--- src/rtl/alu_exec_unit.sv ---
// alu_exec_unit
//   Handshaked, buffered execution unit around a WIDTH-bit add/sub/NAND/XOR ALU.
//   Requests are computed combinationally and written into a DEPTH-entry result
//   FIFO on accept; responses leave from the FIFO head over a valid/ready channel.
//
// Ports
//   clk, rst_n                  clock (rising edge), async active-low reset
//   req_valid/req_ready         request handshake (ready = FIFO not full)
//   req_op, req_a, req_b        opcode (00 ADD, 01 SUB, 10 NAND, 11 XOR), operands
//   rsp_valid/rsp_ready         response handshake (valid = FIFO not empty)
//   rsp_result, rsp_error,      FIFO head: result, signed overflow flag,
//   rsp_op                      echoed opcode
//   op_count, err_count         statistics counters
//
// Configuration
//   ALU_STATS_EN  when defined, op_count/err_count count accepted requests and
//                 accepted requests with error=1 (saturating). When undefined
//                 both outputs are tied to 0.
module alu_exec_unit #(
    parameter int unsigned WIDTH = 4,
    parameter int unsigned DEPTH = 2,
    parameter int unsigned CNT_W = 8
) (
    input  logic             clk,
    input  logic             rst_n,
    input  logic             req_valid,
    output logic             req_ready,
    input  logic [1:0]       req_op,
    input  logic [WIDTH-1:0] req_a,
    input  logic [WIDTH-1:0] req_b,
    output logic             rsp_valid,
    input  logic             rsp_ready,
    output logic [WIDTH-1:0] rsp_result,
    output logic             rsp_error,
    output logic [1:0]       rsp_op,
    output logic [CNT_W-1:0] op_count,
    output logic [CNT_W-1:0] err_count
);

    localparam int unsigned PW = (DEPTH > 1) ? $clog2(DEPTH) : 1;
    localparam int unsigned CW = $clog2(DEPTH + 1);
    localparam logic [CW-1:0] FULL = CW'(DEPTH);

    // ALU opcodes
    localparam logic [1:0] OP_ADD  = 2'b00;
    localparam logic [1:0] OP_SUB  = 2'b01;
    localparam logic [1:0] OP_NAND = 2'b10;
    localparam logic [1:0] OP_XOR  = 2'b11;

    logic [WIDTH-1:0] r_mem_result [DEPTH];
    logic             r_mem_error  [DEPTH];
    logic [1:0]       r_mem_op     [DEPTH];
    logic [PW-1:0]    r_wr_ptr;
    logic [PW-1:0]    r_rd_ptr;
    logic [CW-1:0]    r_count;

    logic [WIDTH-1:0] w_result;
    logic             w_error;
    logic [WIDTH-1:0] w_sum;
    logic [WIDTH-1:0] w_diff;
    logic             w_push;
    logic             w_pop;

    // ------------------------------------------------------------------
    // Combinational ALU
    // ------------------------------------------------------------------
    assign w_sum  = req_a + req_b;
    assign w_diff = req_a - req_b;

    always_comb begin
        w_result = '0;
        w_error  = 1'b0;
        unique case (req_op)
            OP_ADD: begin
                w_result = w_sum;
                w_error  = (req_a[WIDTH-1] == req_b[WIDTH-1]) &&
                           (w_sum[WIDTH-1] != req_a[WIDTH-1]);
            end
            OP_SUB: begin
                w_result = w_diff;
                w_error  = (req_a[WIDTH-1] != req_b[WIDTH-1]) &&
                           (w_diff[WIDTH-1] != req_a[WIDTH-1]);
            end
            OP_NAND: w_result = ~(req_a & req_b);
            OP_XOR:  w_result = req_a ^ req_b;
            default: w_result = '0;
        endcase
    end

    // ------------------------------------------------------------------
    // Result FIFO
    // ------------------------------------------------------------------
    // Ready comes from registered occupancy only: a pop in the same cycle
    // does not free a slot for a push while full.
    assign req_ready = (r_count < FULL);
    assign rsp_valid = (r_count != '0);
    assign w_push    = req_valid & req_ready;
    assign w_pop     = rsp_valid & rsp_ready;

    assign rsp_result = r_mem_result[r_rd_ptr];
    assign rsp_error  = r_mem_error[r_rd_ptr];
    assign rsp_op     = r_mem_op[r_rd_ptr];

    always_ff @(posedge clk or negedge rst_n) begin
        if (!rst_n) begin
            for (int unsigned i = 0; i < DEPTH; i++) begin
                r_mem_result[i] <= '0;
                r_mem_error[i]  <= 1'b0;
                r_mem_op[i]     <= '0;
            end
            r_wr_ptr <= '0;
            r_rd_ptr <= '0;
            r_count  <= '0;
        end else begin
            if (w_push) begin
                r_mem_result[r_wr_ptr] <= w_result;
                r_mem_error[r_wr_ptr]  <= w_error;
                r_mem_op[r_wr_ptr]     <= req_op;
                r_wr_ptr               <= (r_wr_ptr == PW'(DEPTH - 1)) ? '0 : r_wr_ptr + PW'(1);
            end
            if (w_pop) begin
                r_rd_ptr <= (r_rd_ptr == PW'(DEPTH - 1)) ? '0 : r_rd_ptr + PW'(1);
            end
            unique case ({w_push, w_pop})
                2'b10:   r_count <= r_count + CW'(1);
                2'b01:   r_count <= r_count - CW'(1);
                default: r_count <= r_count;
            endcase
        end
    end

    // ------------------------------------------------------------------
    // Statistics
    // ------------------------------------------------------------------
`ifdef ALU_STATS_EN
    logic [CNT_W-1:0] r_op_count;
    logic [CNT_W-1:0] r_err_count;

    always_ff @(posedge clk or negedge rst_n) begin
        if (!rst_n) begin
            r_op_count  <= '0;
            r_err_count <= '0;
        end else if (w_push) begin
            if (r_op_count != '1) begin
                r_op_count <= r_op_count + CNT_W'(1);
            end
            if (w_error && (r_err_count != '1)) begin
                r_err_count <= r_err_count + CNT_W'(1);
            end
        end
    end

    assign op_count  = r_op_count;
    assign err_count = r_err_count;
`else
    assign op_count  = '0;
    assign err_count = '0;
`endif

endmodule

--- config.mk ---
export PLATFORM = sky130hd
export DESIGN_NAME = alu_exec_unit
export DESIGN_NICKNAME = d
export VERILOG_FILES = /design/src/rtl/alu_exec_unit.sv
export SDC_FILE = /design/constraint.sdc
export NUM_CORES = 1
export LEC_CHECK = 0
export CAP_MARGIN = 15
export CELL_PAD_IN_SITES_DETAIL_PLACEMENT = 1
export CELL_PAD_IN_SITES_GLOBAL_PLACEMENT = 1
export CORE_UTILIZATION = 30
export DETAILED_ROUTE_END_ITERATION = 6
export PLACE_DENSITY_LB_ADDON = 0.1
export SLEW_MARGIN = 30
export SYNTH_ARGS = -nofsm -noshare
export SYNTH_HDL_FRONTEND = slang
export SYNTH_SLANG_ARGS = --single-unit
--- constraint.sdc ---
create_clock -name clk -period 1.74 [get_ports clk]
set_clock_uncertainty 0.1 [all_clocks]
set_input_delay 0.174 -clock clk [delete_from_list [all_inputs] [get_ports clk]]
set_output_delay 0.174 -clock clk [all_outputs]
set_load 0.01 [all_outputs]
Yosys cells after proc, flatten, opt, wreduce, memory -nomap -nowiden
Cells that the tools add are included.
Cells by class
  eq/ne operators: 9
  bitwise gates (word level): 7
  reduce and logical (&&, ||, !) cells: 6
  $add $sub $neg: 6
  muxes and demuxes: 23
  order comparisons: 4
Operators with widths (count)
  $mux W4: 4
  $pmux W4 S4: 1
  $bwmux W8: 1
  $mux W2: 4
  $eq A2 B2 Y1 const B: 3
  $mux W1: 6
  $add A4 B4 Y4: 1
  $and A4 B4 Y4: 1
  $bwmux W4: 1
  $demux W4 S1: 1
  $eq A2 B1 Y1 const B: 2
  $ge A2 B2 Y1 const B: 2
  $not A1 Y2: 2
  $not A4 Y4: 1
  $pmux W2 S2: 1
  $reduce_bool A2 Y1: 2
  $sub A4 B4 Y4: 1
  $xor A4 B4 Y4: 1
  $logic_and A1 B1 Y1: 3
  $ne A1 B1 Y1: 3
  $add A1 B1 Y1 const B: 2
  $add A2 B1 Y2 const B: 1
  $and A1 B1 Y1: 2
  $bwmux W2: 1
  other kinds (8): 8
Word-level totals
  output and inout bits: 25
  logic and storage cells: 64
  flip-flop bits (word level): 18
  input port bits: 14

Depth between registers and ports, before layout
Gate-level depths: netlist (run 1).
  depth in word-level cells: 6
  mapped depth: 8
  gate-level depth less buffers: 8

Least setup slack after synthesis (run 1)
Ideal clock, no wire load.
  kind: input-to-reg
  start point: input req_b[2]
  end point: register r_mem_error[0] (netlist name)
  stages on the path: 6
  required time: 1.545 ns
  setup slack: -0.195 ns
  buffers on the path: 0
  setup time: 0.095 ns
  arrival time: 1.740 ns
  cell sequence: inv_1 ha_1 nor3b_2 or4_1 mux4_2 o31ai_1
On the way
  longest elaborated chain between the ends: 5
  elaborated cells between the ends (all ways): 8
Ends and longest elaborated chain
  start, declared: line 30  | input logic [WIDTH-1:0] req_b,
  $sub A4 B4 Y4 or $add A4 B4 Y4 (tied branches): line 68, 67
  $ne A1 B1 Y1 (on tied branches): line 82, 77
  $logic_and A1 B1 Y1 (on tied branches): line 81, 76
  $pmux W1 S2 (*): line 73  | unique case (req_op)
  $bwmux W2 (*): line 117  | r_mem_error[r_wr_ptr] <= w_error;
  end signal, assigned by index: line 117
  end, declared: line 51  | logic r_mem_error [DEPTH];
Every way passes the cells marked *; elsewhere a longest branch is shown, timed or not.
A chain may end at the register's enable or synchronous reset.

Final worst setup path (run 1)
  start point: input req_a[2]
  end point: register r_mem_error[0] (netlist name)
On the way
  longest elaborated chain between the ends: 5
  elaborated cells between the ends (all ways): 8
Ends and longest elaborated chain
  start, declared: line 29  | input logic [WIDTH-1:0] req_a,
  $sub A4 B4 Y4 or $add A4 B4 Y4 (tied branches): line 68, 67
  $ne A1 B1 Y1 (on tied branches): line 82, 77
  $logic_and A1 B1 Y1 (on tied branches): line 81, 76
  $pmux W1 S2 (*): line 73
  $bwmux W2 (*): line 117
Marked as above.

==> results of run 1 <==
[cells in the final DEF (no fill, tap or decap), types with 2 or more instances in the layout]
cell,n
sky130_fd_sc_hd__a21oi_1,2
sky130_fd_sc_hd__a31oi_1,2
sky130_fd_sc_hd__buf_4,30
sky130_fd_sc_hd__buf_6,4
sky130_fd_sc_hd__buf_8,2
sky130_fd_sc_hd__clkbuf_8,4
sky130_fd_sc_hd__clkdlybuf4s15_1,2
sky130_fd_sc_hd__clkdlybuf4s50_1,6
sky130_fd_sc_hd__conb_1,16
sky130_fd_sc_hd__dfrtp_1,17
sky130_fd_sc_hd__dlygate4sd2_1,6
sky130_fd_sc_hd__dlymetal6s2s_1,2
sky130_fd_sc_hd__fa_1,2
sky130_fd_sc_hd__ha_1,5
sky130_fd_sc_hd__ha_4,3
sky130_fd_sc_hd__inv_1,7
sky130_fd_sc_hd__inv_2,2
sky130_fd_sc_hd__inv_4,2
sky130_fd_sc_hd__mux2_2,8
sky130_fd_sc_hd__mux2i_1,2
sky130_fd_sc_hd__mux4_2,2
sky130_fd_sc_hd__nand2_1,16
sky130_fd_sc_hd__nand2b_1,3
sky130_fd_sc_hd__nand3_1,2
sky130_fd_sc_hd__nor2_1,6
sky130_fd_sc_hd__nor2b_1,2
sky130_fd_sc_hd__o21ai_0,4
sky130_fd_sc_hd__o21ai_1,3
sky130_fd_sc_hd__o31ai_2,3
sky130_fd_sc_hd__xnor2_1,3
[per-stage QoR]
| stage | setup WS (ns) | utilization, % |
|---|---|---|
| 2_1_floorplan | -0.143 | - |
| 3_3_place_gp | -0.619 | 41.3 |
| 3_5_place_dp | -0.707 | 41.3 |
| 4_1_cts | -0.0438 | 44.8 |
| 5_1_grt | -0.0439 | 45.9 |
| 6_report | 0.00711 | 45.9 |
[power by group through the flow]
stage	logic (uW)	clock network (uW)	registers, uW
2_1_floorplan	691	0	711
3_3_place_gp	1080	0	776
3_5_place_dp	1120	0	796
4_1_cts	1200	352	758
5_1_grt	1370	375	786
6_report	1240	339	757
[final cells by class]
type	count	area (um^2)	share of cell area, %
Sequential cell	18	452	24.3
Multi-Input combinational cell	101	787	42.3
Inverter	11	46.3	2.49
Clock buffer	4	55.1	2.96
Timing Repair Buffer	52	458	24.6
Tap cell	50	62.6	3.36
[sequential cells by signal, summed over array words and instances (netlist names)]
name	cells
r_mem_result	8
r_mem_op	4
r_count	2
r_mem_error	2
r_rd_ptr	1
r_wr_ptr	1
[worst min-delay path by stage]
| stage | start | end | slack [ns] |
|---|---|---|---|
| after CTS | rst_n | r_count[0] | 0.16 |
| after detailed placement | r_mem_error[1] | r_mem_error[1] | 0.37 |
| after floorplan | rst_n | r_count[0] | -0.22 |
| final | rst_n | r_mem_result[0] | 0.16 |
| after global routing | rst_n | r_mem_result[0] | 0.18 |
| after global placement | r_mem_op[1] | r_mem_op[1] | 0.36 |
[routing by layer]
metal  vias up  GRT usage, %  part of all wire [%]
met1       529          17.4                    40
met4         0          7.18                   1.1
met5         -             0                     0
met3         2          1.18                   3.4
li1        534             -                     -
met2        30          30.2                    55
[repair_timing]
action,in CTS,in global routing
buffers inserted,8,2
pin swaps,8,9
setup endpoints to repair,17,12
gates resized for setup,51,12
[critical path: cells and delay by family]
kind | cells | cell delay [ns]
simple gates | 2 | 0.51
mux | 1 | 0.51
compound gates | 1 | 0.22
buf+inv | 1 | 0.10
fa+ha+maj | 1 | 0.28
[cell families (layout without fill, tap and decap cells)]
family	Yosys count	count (layout)	share of synthesized area, %
DFF	18	18	35.0
other	1	16	0.291
AOI/OAI and AO/OA	22	22	10.9
buffers and inverters	31	67	13.7
muxes	12	12	12.0
and+or+nand+nor	37	37	14.6
xor gates and xnor gates	4	4	2.72
adders and majority gates	10	10	10.9
==> results.md, run 1 <==
* **power share of the clock group** 14.5%
* **Avg Inst Size Synth** 9.55 um^2
* **most instantiated cells after synthesis** sky130_fd_sc_hd__dfrtp_1, sky130_fd_sc_hd__buf_4, sky130_fd_sc_hd__nand2_1
* **power density of the placed cells** 1250 nW/um^2
* **initial core utilization** 31.8%
* **Max Fanout on Critical Path** 3
* **die width** 67.5 um
* **core area** 4060 um^2
* **setup-violating endpoint count in the final report** 0
* **Hold Violations, Final** 0
* **number of global-route vias before repair** 1,150
* **Antenna diodes** 0
* **reported max-cap violation count** 0
* **worst-path cell with the longest stage delay** sky130_fd_sc_hd__mux4_2
* **count of TritonRoute iterations in the first routing pass** 4
* **count of distinct cell types in the synthesized netlist** 36
* **Internal** 1530 uW
* **portion of synthesized cell area occupied by the leading cell type** 35.0%
* **cell type with the highest aggregate area in the netlist** sky130_fd_sc_hd__dfrtp_1
* **Detail Placement HPWL** 2540 um
* **number of placement rows** 23
* **Post-Route WL** 3170 um
* **post-placement cell area** 1680 um^2
* **final total negative setup slack** 0 ns
* **number of standard cells in the layout, taps in and fillers out** 236
* **via count of the routed design** 1,095
* **critical path class** in -> reg
* **Post-Synthesis Cells** 135
* **final slew viol count** 0
* **endpoint type of the worst setup path** flip-flop
* **Worst-Skew Late Latency** 0.25 ns
* **total net switching power** 804 uW
* **iteration-0 DRC count of the detailed router** 20
* **number of clock buffers inserted by TritonCTS** 3
* **antenna-violating nets left** 0
* **global-route wire length before repair** 5290 um
* **switching fraction of total power** 34.5%
* **smallest hold slack** 0.160 ns
* **final-layout fill cell count** 468
* **outcome** completed
* **routability cong.** 0.763
* **minimum clock period** 1.73 ns
* **instance count after placement with tap cells included** 223
* **ordered list of cells on the worst path** buf_6, ha_4, nor3b_4, or4_1, mux4_2, o31ai_2
* **standby leakage power** 0.000909 uW
* **top-level port count** 39
* **launching instance or port of the critical path** req_a[2]
* **final cell area excluding filler cells** 1860 um^2
* **Fmax achieved** 577 MHz
* **beginning of the worst register-to-register path** r_count[0]
* **number of register bits inferred by synthesis** 18
* **number of enable-type register cells in the synthesized netlist** 0
* **Yosys warnings** 0
* **crit path launch type** input port
* **total clock sinks** 18
* **RSZ-0062 raised after global routing** yes
* **path category of the worst min-delay check** in -> async
* **PortBufs** 22
* **overall routing resource usage** 15.8%
* **antenna violations before repair** 0
* **worst r2r dst** r_count[1]
* **sequential share of power** 32.4%
* **number of nets in the layout** 211
* **htree depth** 1
* **post-DR vias/cell** 4.64
* **maximum number of pins on one net before global-route repair** 19
* **share of synthesized flip-flops with an asynchronous set or reset** 100%
* **Die Footprint** 4560 um^2
* **number of buffers between clock root and the deepest sink** 2
* **required time at the worst-slack endpoint** 1.80 ns
* **die span in y** 67.5 um
* **post-detailed-route DRC marker count** 0
* **leading post-synthesis cells by cell area** sky130_fd_sc_hd__dfrtp_1, sky130_fd_sc_hd__buf_4, sky130_fd_sc_hd__ha_1
* **main flop type after synthesis** sky130_fd_sc_hd__dfrtp_1
* **setup slack of the worst register-to-register path** 0.05 ns
* **register area share after synthesis** 35.0%
* **data arrival time at the worst-slack endpoint** 1.79 ns
* **largest stage delay on the critical path** 0.51 ns
* **CTS clk-pin slew, worst paths** 0.07 ns
* **most common cell in the synthesized netlist** sky130_fd_sc_hd__dfrtp_1
* **post-synthesis instance area** 1290 um^2
* **post-DR wirelength/cell** 13.4 um
* **crit path to** r_mem_error[0]
* **Max VDD drop** 0.361 mV
* **number of buffers inserted for hold repair after clock tree synthesis** 0
* **total congestion overflow after global routing** 0
* **synthesis-to-finish area growth** 44.4%
* **fin crit share** 99.6%
* **depth of the worst register-to-register path** 5
* **fraction of layout cells with a size suffix above 1** 36.0%
* **clock root buffer** sky130_fd_sc_hd__clkbuf_8
* **TritonCTS clock tree** done
* **combinational share of power** 53.0%
* **total power of the final layout** 2330 uW
(Power assumes the default switching activity.)
==> run 2: changes to the inputs <==
--- a/config.mk
+++ b/config.mk
@@ -9,7 +9,9 @@
 export CELL_PAD_IN_SITES_DETAIL_PLACEMENT = 1
 export CELL_PAD_IN_SITES_GLOBAL_PLACEMENT = 1
 export CORE_UTILIZATION = 30
+export CTS_CLUSTER_DIAMETER = 40
 export DETAILED_ROUTE_END_ITERATION = 6
+export GPL_TIMING_DRIVEN = 0
 export PLACE_DENSITY_LB_ADDON = 0.1
 export SLEW_MARGIN = 30
 export SYNTH_ARGS = -nofsm -noshare
==> results.md, run 2 (synthesis results as in run 1) <==
* **total congestion overflow after global routing** 0, unchanged
* **standby leakage power** 0.000888 uW, -2.3%
* **post-DR wirelength/cell** 13.5 um, +0.27%
* **overall routing resource usage** 15.3%, -0.53 points
* **PortBufs** 21, -4.5%
* **Detail Placement HPWL** 2400 um, -5.7%
* **fraction of layout cells with a size suffix above 1** 34.1%, -2.0 points
* **outcome** completed
* **CTS clk-pin slew, worst paths** 0.07 ns, about the same
* **path category of the worst min-delay check** in -> async
* **data arrival time at the worst-slack endpoint** 1.80 ns, about the same
* **Hold Violations, Final** 0, unchanged
* **number of nets in the layout** 211, unchanged
* **synthesis-to-finish area growth** 40.3%
* **smallest hold slack** 0.296 ns, +0.137 ns
* **registers with the highest flip-flop counts** r_mem_result: 8 flops, r_mem_op: 4 flops
* **Die Footprint** 4560 um^2, unchanged
* **slew at the pin with the worst max-slew slack** 0.829 ns
* **Largest Register** r_mem_result
* **die span in y** 67.5 um, unchanged
* **Worst-Skew Late Latency** 0.25 ns, about the same
* **number of placement rows** 23, unchanged
* **antenna-violating nets left** 0, unchanged
* **number of buffers between clock root and the deepest sink** 2, unchanged
* **TritonCTS clock tree** done
* **power density of the placed cells** 1230 nW/um^2, -2.3%
* **setup-violating endpoint count in the final report** 0, unchanged
* **clock root buffer** sky130_fd_sc_hd__clkbuf_8
* **antenna violations before repair** 0, unchanged
* **Max VDD drop** 0.354 mV, -1.7%
* **iteration-0 DRC count of the detailed router** 36, +80%
* **minimum clock period** 1.73 ns, +0.000432 ns
* **commonest cells after routing, fill and taps aside** sky130_fd_sc_hd__buf_4, sky130_fd_sc_hd__dfrtp_1, sky130_fd_sc_hd__nand2_1, sky130_fd_sc_hd__conb_1
* **fin crit share** 99.6%, about the same
* **count of TritonRoute iterations in the first routing pass** 4, unchanged
* **max_slew headroom** 44.6%
* **number of clock buffers inserted by TritonCTS** 3, unchanged
* **post-detailed-route DRC marker count** 0, unchanged
* **crit path launch type** input port
* **leading cell type in the layout, fill and taps excluded** sky130_fd_sc_hd__buf_4
* **htree depth** 1, unchanged
* **routability cong.** 0.791, +3.8%
* **maximum number of pins on one net before global-route repair** 19, unchanged
* **die width** 67.5 um, unchanged
* **required time at the worst-slack endpoint** 1.80 ns, about the same
* **core area** 4060 um^2, unchanged
* **via count of the routed design** 1,109, +1.3%
* **reported max-cap violation count** 0, unchanged
* **total clock sinks** 18, unchanged
* **top-level port count** 39, unchanged
* **critical path class** in -> reg
* **number of global-route vias before repair** 1,132, -1.6%
* **depth of the worst register-to-register path** 5, unchanged
* **post-DR vias/cell** 4.72, +1.7%
* **Fmax achieved** 577 MHz, about the same
* **global-route wire length before repair** 5110 um, -3.4%
* **final slew viol count** 0, unchanged
* **initial core utilization** 31.8%, unchanged
* **Max Fanout on Critical Path** 5, +2
* **Antenna diodes** 0, unchanged
* **endpoint type of the worst setup path** flip-flop
* **Post-Route WL** 3170 um, -0.16%
* **max reg flops** 8, unchanged
* **RSZ-0062 raised after global routing** yes
* **final design utilization** 44.6%, -1.3 points
run 2: final timing paths:
path / slack, ns / from / endpoint
min in group clk: 0.35 / req_op[0] / r_mem_op[2]
max: 0.007 / req_a[2] / r_mem_error[0]
max reg2reg: 0.16 / r_count[0] / r_count[1]
min reg2reg: 0.38 / r_mem_result[5] / r_mem_result[5]
max in group asynchronous: 0.68 / rst_n / r_rd_ptr
min: 0.30 / rst_n / r_mem_op[0]
run 2: power breakdown:
part | switching [uW] | internal, uW
sequential | 136 | 626
combinational | 519 | 646
clock | 135 | 154
run 2: metrics by stage:
stage | instance area [um^2] | TNS, ns | std cells | power (uW) | setup WS, ns
6_report | 1810 | 0 | 235 | 2220 | 0.00668
5_1_grt | 1810 | -0.0726 | 235 | 2400 | -0.0356
4_1_cts | 1780 | -0.0518 | 233 | 2180 | -0.0412
3_5_place_dp | 1640 | -5.66 | 221 | 1870 | -0.778
3_3_place_gp | 1640 | -4.83 | 221 | 1810 | -0.699
2_1_floorplan | 1370 | -0.287 | 150 | 1400 | -0.143
run 2: layout make-up:
| class | instances | area [um^2] |
|---|---|---|
| plain buffers | 19 | 131 |
| clock buffers | 3 | 41.3 |
| fillers | 481 | 2250 |
| inverters | 11 | 43.8 |
| multi-input cells | 101 | 785 |
| flip-flops and latches | 18 | 452 |
| well taps | 50 | 62.6 |
| repair buffers | 33 | 293 |
run 2: critical path, stage by stage:
cell and delay (ns):
sky130_fd_sc_hd__buf_8 0.10, sky130_fd_sc_hd__ha_4 0.30, sky130_fd_sc_hd__nor3b_4 0.05, sky130_fd_sc_hd__or4_1 0.46, sky130_fd_sc_hd__mux4_2 0.51, sky130_fd_sc_hd__o31ai_2 0.19
run 2: repair_timing:
action                                  CTS  global route
hold buffers                              0             0
gates cloned                              0             0
buffers inserted                         10             2
endpoints found under the hold margin     0             0
endpoints found under the setup margin   16             6
gates resized for setup                  49             4
pin swaps                                 6             6
run 2: layer usage:
metal,track usage (%),wire length (um),vias to the layer above
met3,2.03,139,7
met2,27.7,1660,35
met5,0,0,-
met1,17.2,1300,539
met4,7.71,72,0
li1,-,-,528
==> run 3: changes to the inputs <==
==> constraint.sdc (replaced) <==
create_clock -name clk -period 2 [get_ports clk]
set_clock_uncertainty 0.1 [all_clocks]
set_input_delay 0.2 -clock clk [delete_from_list [all_inputs] [get_ports clk]]
set_output_delay 0.2 -clock clk [all_outputs]
set_load 0.01 [all_outputs]
==> results.md, run 3 (synthesis results as in run 1) <==
* **outcome** completed
* **total area of multi-input combinational cells** 766 um^2, -2.4%
* **leading cell type in the layout, fill and taps excluded** sky130_fd_sc_hd__buf_4
* **final cell area excluding filler cells** 1720 um^2, -4.8%
* **number of buffers between clock root and the deepest sink** 2, unchanged
* **register area** 452 um^2, unchanged
* **Die Footprint** 4560 um^2, unchanged
* **number of clock buffers inserted by TritonCTS** 3, unchanged
* **htree depth** 1, unchanged
* **endpoint type of the worst setup path** flip-flop
* **via count of the routed design** 1,064, -4.1%
* **maximum number of pins on one net before global-route repair** 19, unchanged
* **standby leakage power** 0.000823 uW, -7.3%
* **Antenna diodes** 0, unchanged
* **count of TritonRoute iterations in the first routing pass** 4, unchanged
* **crit path launch type** input port
* **fin crit share** 98.5%
* **routability cong.** 0.775, -2.1%
* **path category of the worst min-delay check** in -> async
* **final-layout fill cell count** 484, +0.62%
* **minimum clock period** 1.97 ns
* **core area** 4060 um^2, unchanged
* **post-DR wirelength/cell** 14.3 um, +6.1%
* **total power of the final layout** 1920 uW, -13%
* **fraction of layout cells with a size suffix above 1** 28.2%, -5.8 points
* **final slew viol count** 0, unchanged
* **number of placement rows** 23, unchanged
* **largest stage delay on the critical path** 0.52 ns, about the same
* **Post-Route WL** 3250 um, +2.5%
* **Max VDD drop** 0.285 mV, -20%
* **smallest setup slack after layout** 0.0298 ns, +0.0231 ns
* **data arrival time at the worst-slack endpoint** 2.03 ns, +0.23 ns
* **number of nets in the layout** 202, -4.3%
* **clock root buffer** sky130_fd_sc_hd__clkbuf_8
* **Largest Register** r_mem_result
* **worst slack at placement** -0.639 ns, +0.139 ns
* **post-DR vias/cell** 4.69, -0.68%
* **required time at the worst-slack endpoint** 2.06 ns, +0.26 ns
* **worst-path cell with the longest stage delay** sky130_fd_sc_hd__mux4_2
* **total clock sinks** 18, unchanged
* **Fmax achieved** 508 MHz
* **antenna-violating nets left** 0, unchanged
* **RSZ-0062 raised after global routing** no
* **Hold Violations, Final** 0, unchanged
* **PortBufs** 21, unchanged
* **commonest cells after routing, fill and taps aside** sky130_fd_sc_hd__buf_4, sky130_fd_sc_hd__dfrtp_1, sky130_fd_sc_hd__nand2_1, sky130_fd_sc_hd__conb_1, sky130_fd_sc_hd__clkdlybuf4s50_1
* **post-placement cell area** 1620 um^2, -1.5%
* **setup-violating endpoint count in the final report** 0, unchanged
* **synthesis-to-finish area growth** 33.6%
* **ordered list of cells on the worst path** dlygate4sd2_1, ha_2, nor3b_4, or4_4, mux4_2, o31ai_2
* **total congestion overflow after global routing** 0, unchanged
* **die width** 67.5 um, unchanged
* **Detail Placement HPWL** 2420 um, +0.81%
* **initial core utilization** 31.8%, unchanged
* **TritonCTS clock tree** done
* **antenna violations before repair** 0, unchanged
* **critical path class** in -> reg
* **reported max-cap violation count** 0, unchanged
* **top-level port count** 39, unchanged
* **max reg flops** 8, unchanged
* **number of global-route vias before repair** 1,136, +0.35%
* **power density of the placed cells** 1120 nW/um^2, -8.8%
* **iteration-0 DRC count of the detailed router** 72, +100%
* **Max Fanout on Critical Path** 4, -1
* **Worst-Skew Late Latency** 0.25 ns, about the same
* **registers with the highest flip-flop counts** r_mem_result: 8 flops, r_mem_op: 4 flops
* **global-route wire length before repair** 5250 um, +2.7%
* **final design utilization** 42.4%, -2.1 points
* **die span in y** 67.5 um, unchanged
* **overall routing resource usage** 15.8%, +0.55 points
* **post-detailed-route DRC marker count** 0, unchanged
* **CTS clk-pin slew, worst paths** 0.07 ns, about the same
==> run 3: cell count changes in the layout (fill, tap and decap cells not counted), sizes merged <==
cell	change
clkdlybuf4s15	+1
clkbuf	+5
buf	-16
clkdlybuf4s50	+7
dlygate4sd3	+1
dlygate4sd2	-6
==> run 3: worst max-delay path: cells and delay by family <==
kind	cells	cell delay, ns
mux	1	0.52
simple gates	2	0.65
compound gates	1	0.21
fa+ha+maj	1	0.19
buf+inv	1	0.26
==> run 3: final timing paths <==
check                                      from  slack [ns]               to  cells after the start
worst min-delay path                      rst_n        0.34      r_mem_op[0]                      2
worst max register to register       r_count[0]        0.32       r_count[1]                      6
worst min register to register  r_mem_result[4]        0.37  r_mem_result[4]                      2
worst max-delay path                   req_b[0]        0.03   r_mem_error[1]                      6
max in group asynchronous                 rst_n        1.12         r_rd_ptr                      2
min in group clk                r_mem_result[4]        0.37  r_mem_result[4]                      2
==> run 3: power breakdown <==
group          internal [uW]  switching (uW)
Clock                    175             128
Combinational            530             409
Sequential               545             137
Total                   1250             674
==> run 3: per-layer routing <==
| metal | wire [um] | vias to the layer above | track usage (%) |
|---|---|---|---|
| li1 | - | 510 | - |
| met1 | 1360 | 505 | 17.3 |
| met2 | 1700 | 41 | 29.8 |
| met3 | 108 | 8 | 1.69 |
| met4 | 79 | 0 | 7.45 |
| met5 | 0 | - | 0 |
==> run 3: what timing repair did <==
| action | in CTS | in global routing |
|---|---|---|
| hold endpoints to repair | 0 | 18 |
| buffers inserted | 2 | 0 |
| hold buffers | 0 | 1 |
| setup endpoints to repair | 11 | 2 |
| resized for setup | 18 | 7 |
| pin swaps | 3 | 3 |
==> run 3: through the flow <==
stage               TNS, ns  hold slack [ns]  instances
floorplan                 0           -0.196        150
global placement      -2.28            0.356        221
detailed placement    -2.82            0.360        221
CTS                       0            0.364        226
global route              0            0.377        227
finish                    0            0.336        227
==> run 3: final cells by class <==
cell class	count	share of cell area, %
multi-input cells	101	44.5
inverters	11	2.40
well taps	50	3.63
flip-flops and latches	18	26.2
repair buffers	24	12.4
clock buffers	4	3.20
plain buffers	19	7.63
